## config.mk

```make
export PLATFORM = sky130hd
export DESIGN_NAME = dist_ram_sdp
export DESIGN_NICKNAME = d
export VERILOG_FILES = /design/src/rtl/dist_ram_pkg.sv /design/src/rtl/dist_ram_clear_ctrl.sv /design/src/rtl/dist_ram_sdp.sv
export SDC_FILE = /design/constraint.sdc
export NUM_CORES = 1
export LEC_CHECK = 0
export BUFFER_PORTS_ARGS = -buffer_cell sky130_fd_sc_hd__buf_2
export CORE_MARGIN = 8
export CORE_UTILIZATION = 40
export DETAILED_ROUTE_END_ITERATION = 10
export GPL_ROUTABILITY_DRIVEN = 0
export MAX_ROUTING_LAYER = met4
export PLACE_DENSITY = 0.66
export SLEW_MARGIN = 25
export SYNTH_ARGS = -nofsm -noshare
export SYNTH_HDL_FRONTEND = slang
export SYNTH_HIERARCHICAL = 1
export SYNTH_SLANG_ARGS = --single-unit
```

## constraint.sdc

```tcl
create_clock -name clk -period 4.4 [get_ports clk]
set_input_delay 0.22 -clock clk [delete_from_list [all_inputs] [get_ports clk]]
set_output_delay 0.22 -clock clk [all_outputs]
set_load 0.02 [all_outputs]
```

## src/rtl/dist_ram_pkg.sv

```systemverilog
// Shared definitions for the dist_ram_sdp simple-dual-port distributed RAM:
// FSM state type, byte-lane constants and byte-lane helper functions.
// The helpers work on a fixed maximum width. Callers zero-extend their
// operands and truncate the result with size casts.
package dist_ram_pkg;

  typedef enum logic {
    CLEAR = 1'b0,
    READY = 1'b1
  } ram_state_t;

  localparam int BYTE_W    = 8;
  localparam int MAX_W     = 1024;
  localparam int MAX_LANES = MAX_W / BYTE_W;

  // Byte-wise merge: each lane with be[i]=1 takes new_data, others keep old_data
  function automatic logic [MAX_W-1:0] byte_merge(
    input logic [MAX_W-1:0]     old_data,
    input logic [MAX_W-1:0]     new_data,
    input logic [MAX_LANES-1:0] be
  );
    logic [MAX_W-1:0] res;
    res = old_data;
    for (int i = 0; i < MAX_LANES; i++) begin
      if (be[i]) res[i*BYTE_W +: BYTE_W] = new_data[i*BYTE_W +: BYTE_W];
    end
    return res;
  endfunction

  // Even parity per byte lane (bit i = XOR of lane i)
  function automatic logic [MAX_LANES-1:0] byte_parity(
    input logic [MAX_W-1:0] data
  );
    logic [MAX_LANES-1:0] p;
    p = '0;
    for (int i = 0; i < MAX_LANES; i++) begin
      p[i] = ^data[i*BYTE_W +: BYTE_W];
    end
    return p;
  endfunction

endpackage

```

## src/rtl/dist_ram_clear_ctrl.sv

```systemverilog
// Post-reset clear sequencer for dist_ram_sdp. While the FSM is in CLEAR it
// owns the RAM write port and writes zero to one word per cycle. In READY it
// passes the user write through, and it drops writes whose address is out of
// range.
module dist_ram_clear_ctrl #(
  parameter int WIDTH        = 32,
  parameter int DEPTH        = 32,
  parameter int ADDR_W       = 6,
  parameter int IDX_W        = 5,
  parameter int CLEAR_ON_RST = 1
) (
  input  logic                 clk,
  input  logic                 rst_n,
  input  logic                 we,
  input  logic [ADDR_W-1:0]    wa,
  input  logic [WIDTH-1:0]     wd,
  input  logic [WIDTH/8-1:0]   wbe,
  output logic                 init_busy,
  output logic                 ready,
  output logic                 mem_we,
  output logic [IDX_W-1:0]     mem_wa,
  output logic [WIDTH-1:0]     mem_wd,
  output logic [WIDTH/8-1:0]   mem_wbe
);
  import dist_ram_pkg::*;

  localparam ram_state_t       RST_STATE = (CLEAR_ON_RST != 0) ? CLEAR : READY;
  localparam logic [ADDR_W-1:0] LAST_IDX = ADDR_W'(DEPTH - 1);
  localparam logic [ADDR_W:0]   DEPTH_X  = (ADDR_W + 1)'(DEPTH);

  ram_state_t        state, state_nxt;
  logic [ADDR_W-1:0] cnt, cnt_nxt;

  // State and sweep counter registers; reset restarts the sweep from word 0
  always_ff @(posedge clk or negedge rst_n) begin
    if (!rst_n) begin
      state <= RST_STATE;
      cnt   <= '0;
    end else begin
      state <= state_nxt;
      cnt   <= cnt_nxt;
    end
  end

  // Next state, sweep advance and write-port mux between the sweep and the user
  always_comb begin
    state_nxt = state;
    cnt_nxt   = cnt;
    init_busy = 1'b0;
    ready     = 1'b0;
    mem_we    = 1'b0;
    mem_wa    = wa[IDX_W-1:0];
    mem_wd    = wd;
    mem_wbe   = wbe;
    case (state)
      CLEAR: begin
        init_busy = 1'b1;
        mem_we    = 1'b1;
        mem_wa    = cnt[IDX_W-1:0];
        mem_wd    = '0;
        mem_wbe   = '1;
        if (cnt == LAST_IDX) begin
          state_nxt = READY;
        end else begin
          cnt_nxt = cnt + ADDR_W'(1);
        end
      end
      READY: begin
        ready  = 1'b1;
        mem_we = we && ({1'b0, wa} < DEPTH_X);
      end
      default: begin
        state_nxt = RST_STATE;
      end
    endcase
  end

endmodule

```

## src/rtl/dist_ram_sdp.sv

```systemverilog
// Simple-dual-port distributed RAM. It has one write port with byte enables
// and one asynchronous read path into a registered output. The output
// register has its own clock enable and synchronous clear. After reset a
// clear sweep zeroes every word.
// Optional feature: define DIST_RAM_PARITY_EN to store one even-parity bit per
// byte. This adds the registered q_perr error flag.
module dist_ram_sdp #(
  parameter int WIDTH        = 32,
  parameter int DEPTH        = 32,
  parameter int ADDR_W       = 6,
  parameter int WRITE_FIRST  = 1,
  parameter int CLEAR_ON_RST = 1
) (
  input  logic                 clk,
  input  logic                 rst_n,
  output logic                 init_busy,
  input  logic                 we,
  input  logic [ADDR_W-1:0]    wa,
  input  logic [WIDTH-1:0]     wd,
  input  logic [WIDTH/8-1:0]   wbe,
  input  logic [ADDR_W-1:0]    ra,
  input  logic                 q_ce,
  input  logic                 q_srst,
  output logic [WIDTH-1:0]     q
`ifdef DIST_RAM_PARITY_EN
  ,
  output logic                 q_perr
`endif
);
  import dist_ram_pkg::*;

  localparam int              LANES   = WIDTH / BYTE_W;
  localparam int              IDX_W   = (DEPTH > 1) ? $clog2(DEPTH) : 1;
  localparam logic [ADDR_W:0] DEPTH_X = (ADDR_W + 1)'(DEPTH);

  logic             ready;
  logic             mem_we;
  logic [IDX_W-1:0] mem_wa;
  logic [WIDTH-1:0] mem_wd;
  logic [LANES-1:0] mem_wbe;

  dist_ram_clear_ctrl #(
    .WIDTH        (WIDTH),
    .DEPTH        (DEPTH),
    .ADDR_W       (ADDR_W),
    .IDX_W        (IDX_W),
    .CLEAR_ON_RST (CLEAR_ON_RST)
  ) u_clear_ctrl (
    .clk       (clk),
    .rst_n     (rst_n),
    .we        (we),
    .wa        (wa),
    .wd        (wd),
    .wbe       (wbe),
    .init_busy (init_busy),
    .ready     (ready),
    .mem_we    (mem_we),
    .mem_wa    (mem_wa),
    .mem_wd    (mem_wd),
    .mem_wbe   (mem_wbe)
  );

  logic [WIDTH-1:0] mem [DEPTH];
  logic             ra_ok;
  logic             fwd;
  logic [WIDTH-1:0] old_word;
  logic [WIDTH-1:0] rd_data;

  // Byte-lane writes into the storage array (no reset: distributed RAM)
  always_ff @(posedge clk) begin
    if (mem_we) begin
      for (int i = 0; i < LANES; i++) begin
        if (mem_wbe[i]) mem[mem_wa][i*BYTE_W +: BYTE_W] <= mem_wd[i*BYTE_W +: BYTE_W];
      end
    end
  end

  // Asynchronous read. Out-of-range addresses read as zero. Same-address
  // writes are forwarded when write-first.
  always_comb begin
    ra_ok    = ({1'b0, ra} < DEPTH_X);
    old_word = '0;
    if (ra_ok) old_word = mem[ra[IDX_W-1:0]];
    fwd     = (WRITE_FIRST != 0) && ready && we && (wa == ra) && ra_ok;
    rd_data = old_word;
    if (fwd) rd_data = WIDTH'(byte_merge(MAX_W'(old_word), MAX_W'(wd), MAX_LANES'(wbe)));
  end

`ifdef DIST_RAM_PARITY_EN
  logic [LANES-1:0] par [DEPTH];
  logic [LANES-1:0] old_par;
  logic [LANES-1:0] rd_par;
  logic             rd_perr;

  // Parity lanes are written together with their data lanes
  always_ff @(posedge clk) begin
    if (mem_we) begin
      for (int i = 0; i < LANES; i++) begin
        if (mem_wbe[i]) par[mem_wa][i] <= ^mem_wd[i*BYTE_W +: BYTE_W];
      end
    end
  end

  // Parity check. Forwarded lanes get parity regenerated from the new data.
  always_comb begin
    old_par = '0;
    if (ra_ok) old_par = par[ra[IDX_W-1:0]];
    rd_par = old_par;
    if (fwd) begin
      for (int i = 0; i < LANES; i++) begin
        if (wbe[i]) rd_par[i] = ^wd[i*BYTE_W +: BYTE_W];
      end
    end
    rd_perr = |(LANES'(byte_parity(MAX_W'(rd_data))) ^ rd_par);
  end

  // Error flag register follows the same clear/enable rules as q
  always_ff @(posedge clk or negedge rst_n) begin
    if (!rst_n) begin
      q_perr <= 1'b0;
    end else if (!ready || q_srst) begin
      q_perr <= 1'b0;
    end else if (q_ce) begin
      q_perr <= rd_perr;
    end
  end
`endif

  // Output register. It is held at zero during the sweep, the clear wins over
  // the enable, and otherwise it holds its value.
  always_ff @(posedge clk or negedge rst_n) begin
    if (!rst_n) begin
      q <= '0;
    end else if (!ready || q_srst) begin
      q <= '0;
    end else if (q_ce) begin
      q <= rd_data;
    end
  end

endmodule
```

==> results of run 1 <==
registers in the layout, indices dropped and copies added, names as in the netlist:
signal,count
u_clear_ctrl/state,1
q,32
u_clear_ctrl/cnt,6
mem,1024
critical path, delay by kind of cell, from the launching register on:
kind / cells / cell delay [ps]
and+or+nand+nor: 4 / 1740
AOI/OAI and AO/OA: 1 / 710
DFF: 1 / 640
Yosys cell counts (5+ instances only):
cell,instances,area [um2]
a2111o_1,15,169
a211oi_1,18,135
a21oi_1,21,105
a221oi_1,42,368
a22o_1,10,87.6
a22oi_1,23,173
a32oi_1,9,78.8
and2_1,54,338
and3_1,7,43.8
buf_1,20,75.1
buf_2,18,90.1
buf_4,22,165
buf_6,13,146
clkbuf_1,48,180
dfrtp_1,39,976
edfxtp_1,1024,30700
inv_1,7,26.3
mux2_2,5,56.3
mux2i_1,145,1450
mux4_2,205,4620
nand2_1,75,282
nand2b_1,5,31.3
nand3_1,30,150
nand3b_1,5,37.5
nor2_1,143,537
nor2b_1,5,31.3
nor3_1,16,80.1
o21ai_0,17,85.1
o21ai_1,6,30.0
o22ai_1,32,200
or4_1,6,45.0
xnor2_1,6,52.6
layer usage:
metal,routed length (um),share of wire,vias up,track usage
li1,-,-,9114,-
met1,42400,0.40,11500,0.245
met2,50200,0.47,1130,0.284
met3,10200,0.096,216,0.0422
met4,3240,0.031,0,0.0546
met5,0,0,-,-
worst paths after layout:
check                                        startpoint                      endpoint  slack (ps)  cells after the start
min reg2reg                            q[7]$_DFFE_PN0P_              q[7]$_DFFE_PN0P_         500                      2
min                                              wbe[3]             q[30]$_DFFE_PN0P_          60                      3
min in group asynchronous                         rst_n              q[1]$_DFFE_PN0P_         280                      3
max reg2reg                u_clear_ctrl/state$_DFF_PN0_          mem[25][4]$_DFFE_PP_         890                      5
max in group asynchronous                         rst_n  u_clear_ctrl/state$_DFF_PN0_        3540                      3
max                        u_clear_ctrl/state$_DFF_PN0_          mem[25][4]$_DFFE_PP_         890                      5
final cells by class:
cell class,instances,area [um2]
Fill cell,8602,55700
Sequential cell,1063,31700
Multi-Input combinational cell,934,9520
Clock buffer,140,2900
Tap cell,1380,1730
Timing Repair Buffer,199,1490
Clock inverter,59,563
Inverter,8,30.0
Antenna cell,2,5.00
cells in the final DEF, fill, tap and decap left out, types with 7 or more instances in the layout:
cell           netlist  layout
a221oi_1            42      42
buf_2               18      82
mux2i_1            145     145
buf_4               22      63
clkbuf_16            0     110
and2_1              54      38
inv_1                7       7
nand2_1             75      75
clkbuf_1            48      27
and3_1               7       7
a2111o_1            15      15
nand3_1             30      30
a21oi_1             21      21
o21ai_0             17      16
dfrtp_1             39      38
a22oi_1             23      23
edfxtp_1          1024    1024
clkinv_1             1      27
o22ai_1             32      32
clkinv_2             0      15
nor2_1             143     142
and2_2               0      16
dlygate4sd3_1        0      44
a32oi_1              9       9
nor3_1              16      16
mux4_2             205     205
a211oi_1            18      18
bufinv_16            0      10
a22o_1              10      10
per-stage QoR:
step	total power [mW]	instances	area (um2)
floorplan	12.0	2126	41900
global placement	12.4	3539	44000
detailed placement	12.4	3539	44000
CTS	21.2	3782	47900
global route	21.7	3783	48000
finish	21.1	3785	48000
power groups by stage:
| stage | logic, mW | clock network [mW] | registers [mW] |
|---|---|---|---|
| final | 1.07 | 8.92 | 11.1 |
| after global routing | 1.13 | 9.40 | 11.1 |
| after CTS | 1.08 | 9.04 | 11.1 |
| after detailed placement | 1.05 | 0 | 11.3 |
| after global placement | 1.03 | 0 | 11.3 |
| after floorplan | 0.626 | 0 | 11.4 |
repair_timing:
item / 4_1_cts / 5_1_grt
gates resized for setup: 0 / 0
hold buffers: 44 / 0
hold endpoints to repair: 74 / 0
cells by family after synthesis:
family                   count (synthesis)  share of synthesized area
flip-flops                            1063                      0.757
adder cells (fa/ha/maj)                  1                   0.000299
XOR/XNOR                                 6                    0.00125
buffers and inverters                  129                     0.0164
multiplexers                           356                      0.147
AND/OR/NAND/NOR                        366                     0.0414
AO/OA/AOI/OAI                          205                     0.0367
==> metrics, run 1 <==
post-synthesis cell area=about 0.042 mm2; Hold Violations, Final=0; CTS buffer count=107; # DRC=0; area delta synth->final=14.5%; minimum clock period=roughly 3500 ps; grt total ovfl=0; CP Launch Type=flop; die area=approximately 0.12 mm2; YS warnings=6; sequential share of the synthesized area=0.757; endpoints failing setup=0; DRT Pass-1 Iters=7; Fmax=roughly 290 MHz; Nets=2,367; Die Y=roughly 340 um; Initial Util=0.404; DRT antenna net count=0; clock network power share=0.422; CTS tree=done; max_slew headroom=0.290; Total Wirelength=roughly 110,000 um; IO Count=86; Pleak=approximately 16 nW; top_reg_cell synth=edfxtp_1; Avg Vias per Cell=between 5 and 6; FFs w/ async S/R, synth=0.0367; class of the worst hold path=in2reg; Post-synth EDFFs=between 1,000 and 1,500; CP Cell Sequence=o21ai_0 > nand2_1 > nor2_1 > nand2_1 > nor2_1; largest net degree at the start of global routing=slightly above 90; Clk pin slew, worst setup/hold paths=~60 ps; RSZ-0062 raised after global routing=no; Pint=16.7 mW; vias in the first global route=roughly 22,000; CP Capture Type=flop; slowest CP cell=nor2_1; syn_nets=~2,200; final hold slack=approximately 58 ps; Reg power frac=0.527; HPWL Detailed=between 60,000 and 70,000 um; clk_lat worst skew=~660 ps; Final Util=0.463; CTS Buffer Depth=3; H-Tree Depth=3; switching power=4.42 mW; Core Footprint=just over 0.1 mm2; outcome=complete, no violations; max cap viols=0; initial antenna violation count=2; Post-CTS Setup Repair Bufs=0; Final Slew Violations=0; DIE WIDTH=around 340 um; Syn Inst Count=roughly 2,100; crit-path max cell delay=860 ps; pre-CTS setup slack=slightly below 1000 ps; power density over cell area=440 mW/mm2; Distinct cells, synth=56; # rows=around 120; Gate power share=0.051; Arr. time, crit path=around 3800 ps; Port-buffer cells=85; VDD IR-drop max=0.336 mV; first-pass GRT wire length=around 150,000 um; TNS Setup=0 ps; crit share post-route=0.797; Worst Max-Slew Pin Slew=1060 ps; Iter 0 DRT Violations=2,667; switch share=0.209; wire per inst=28.0 um; worst endpoint required time=approximately 4700 ps; number of synthesized register bits=~1,100; clk sink count=around 1,100; share of cells above drive strength 1=0.224; Layout Skew=between 20 and 25 ps; CTS root buf=clkbuf_16; worst-path fanout max=33; All-Layer GR Usage=0.184; total number of vias=~22,000; type of the worst setup path=reg2reg; setup ws final=894 ps; Post-Syn Area per Cell=approximately 20 um2
Note: power is estimated with default switching activity, not from simulation.
==> run 2, diff against run 1 <==
--- a/config.mk
+++ b/config.mk
@@ -11,7 +11,7 @@
 export DETAILED_ROUTE_END_ITERATION = 10
 export GPL_ROUTABILITY_DRIVEN = 0
 export MAX_ROUTING_LAYER = met4
-export PLACE_DENSITY = 0.66
+export PLACE_DENSITY = 0.68
 export SLEW_MARGIN = 25
 export SYNTH_ARGS = -nofsm -noshare
 export SYNTH_HDL_FRONTEND = slang
==> constraint.sdc (replaced) <==
create_clock -name clk -period 3 [get_ports clk]
set_input_delay 0.15 -clock clk [delete_from_list [all_inputs] [get_ports clk]]
set_output_delay 0.15 -clock clk [all_outputs]
set_load 0.02 [all_outputs]
==> run 2 against run 1 <==
Maximum frequency increased by 18%. Clock power increased by 43%. Combinational power increased by 53%. Critical path depth unchanged. Die area unchanged. Critical path type unchanged. Non-clock buffer count increased by 168. Cell count increased by 4.1%. Power increased by 46%. Critical endpoint is now mem[8][23]$_DFFE_PP_. Utilization increased by 1.2 points. Sequential share of layout area decreased by 1.6 points.
==> metrics, run 2 (same netlist as run 1, synthesis figures left out) <==
Iter 0 DRT Violations=2,830 (+6.1%); RSZ-0062 raised after global routing=yes; power density over cell area=625 mW/mm2 (+42%); crit share post-route=0.987 (+0.191); DRT antenna net count=0 (unchanged); VDD IR-drop max=0.475 mV (+41%); most frequent cells in the layout=edfxtp_1 (1,024), buf_4 (228), mux4_2 (205); max_slew headroom=0.445 (+0.155); CTS root buf=clkbuf_16; class of the worst hold path=in2async; total number of vias=22,400 (+1.9%); outcome=complete, no violations; Layout Skew=24.6 ps (+2.45 ps); switching power=6.49 mW (+47%); die area=0.115 mm2 (unchanged); biggest registers after layout=mem x1024, q x32, u_clear_ctrl/cnt x6; CP Launch Type=flop; Core Footprint=0.104 mm2 (unchanged); endpoints failing setup=0 (unchanged); CP Capture Type=flop; Total Wirelength=108,000 um (+1.7%); share of cells above drive strength 1=0.275 (+0.0512); Die Y=340 um (unchanged); Clk pin slew, worst setup/hold paths=60 ps (about the same); Worst Max-Slew Pin Slew=826 ps (-232 ps); Tot Pwr=30.7 mW (+46%); max cap viols=0 (unchanged); Avg Vias per Cell=5.67 (-2.1%); Gate power share=0.053 (+0.002); Pleak=16.5 nW (+5.4%); type of the worst setup path=reg2reg; # rows=118 (unchanged); Pint=24.3 mW (+45%); switch share=0.211 (+0.00159); most common cell after layout, fill and taps aside=edfxtp_1; first-pass GRT wire length=158,000 um (+1.9%); largest net degree at the start of global routing=89 (-4.3%); area delta synth->final=17.3%; dpl cell area=0.0454 mm2 (+3.0%); vias in the first global route=23,100 (+2.8%); Fill cells=8,453 (-1.7%); Port-buffer cells=85 (unchanged); DRT Pass-1 Iters=8 (+1); worst endpoint required time=3360 ps (-1320 ps); Biggest register=mem; clk sink count=1,063 (unchanged); Reg power frac=0.530 (+0.003); CTS tree=done; grt total ovfl=0 (unchanged); # DRC=0 (unchanged); clock network power share=0.416 (-0.006); area of the multi-input gates=0.00950 mm2 (-0.22%); Final Slew Violations=0 (unchanged); Initial Util=0.404 (unchanged); wire per inst=27.4 um (-2.3%); initial antenna violation count=6 (+4); IO Count=86 (unchanged); final hold slack=46.4 ps (-11.3 ps); CTS Buffer Depth=3 (unchanged); CTS buffer count=99 (-7.5%); max FFs per register=1,024 (unchanged); Hold Violations, Final=0 (unchanged); Arr. time, crit path=3320 ps (-470 ps); HPWL Detailed=70,700 um (+3.0%); Fmax=338 MHz (+18%); DIE WIDTH=340 um (unchanged); Nets=2,527 (+6.8%); All-Layer GR Usage=0.188 (+0.00332); H-Tree Depth=3 (unchanged); minimum clock period=2960 ps (-543 ps); worst-path fanout max=16 (-52%); FF/Latch Area=0.0317 mm2 (unchanged); clk_lat worst skew=670 ps (about the same); fin area=0.0492 mm2 (+2.5%)
==> run 2: changes by cell type in the layout (fill, tap and decap cells not counted), moves of 10 or more <==
cell and change:
and2_2 -16, clkbuf_1 -14, buf_4 +165, and2_1 +16
clkinv_1 -10
==> run 2: timing repair <==
action | CTS | global route
setup buffers | 0 | 0
hold buffers | 42 | 0
hold endpoints to repair | 53 | 0
endpoints found under the setup margin | 0 | 25
resized for setup | 0 | 1
==> run 2: per-stage QoR <==
stage / cells / setup TNS, ps / setup WS (ps) / util
6_report: 3941 / 0 / 37.7 / 0.474
5_1_grt: 3940 / -157 / -13.6 / 0.474
4_1_cts: 3939 / 0 / 160 / 0.474
3_5_place_dp: 3710 / 0 / 177 / 0.438
3_3_place_gp: 3710 / 0 / 277 / 0.438
2_1_floorplan: 2126 / 0 / 526 / -
==> run 2: per-layer routing <==
metal,track usage,up-vias,routed length (um)
met4,0.0584,0,3430
met1,0.243,11600,42500
met5,-,-,0
met2,0.299,1094,52400
met3,0.0381,214,9480
li1,-,9437,-
==> run 2: layout make-up <==
class                           instances  share of cell area
Sequential cell                      1063               0.645
Multi-Input combinational cell        934               0.193
Timing Repair Buffer                  367              0.0574
Clock buffer                          122              0.0549
Tap cell                             1380              0.0351
Clock inverter                         65              0.0133
Inverter                                8            0.000611
Antenna cell                            2            0.000102
==> run 2: power by group through the flow <==
stage          Clock (mW)  Sequential (mW)  Combinational [mW]
6_report             12.8             16.3                1.64
5_1_grt              13.5             16.3                1.73
4_1_cts              13.0             16.3                1.64
3_5_place_dp            0             16.6                1.60
3_3_place_gp            0             16.6                1.56
2_1_floorplan           0             16.7               0.918
==> run 2: worst max-delay path, stage by stage (launching register included) <==
cell	delay [ps]
dfrtp_2	660
mux2_2	470
nor3b_1	590
nand2_1	520
nor2_1	210
buf_4	210
==> run 2: final timing paths <==
path                                         startpoint  slack, ps                            to  cells past startpoint
max                        u_clear_ctrl/state$_DFF_PN0_         40          mem[8][23]$_DFFE_PP_                      5
min                                               rst_n         50             q[24]$_DFFE_PN0P_                      2
max reg2reg                u_clear_ctrl/state$_DFF_PN0_         40          mem[8][23]$_DFFE_PP_                      5
min reg2reg                            q[3]$_DFFE_PN0P_        500              q[3]$_DFFE_PN0P_                      2
max in group asynchronous                         rst_n       1990  u_clear_ctrl/state$_DFF_PN0_                      3
min in group clk                                   q_ce         70             q[23]$_DFFE_PN0P_                      4
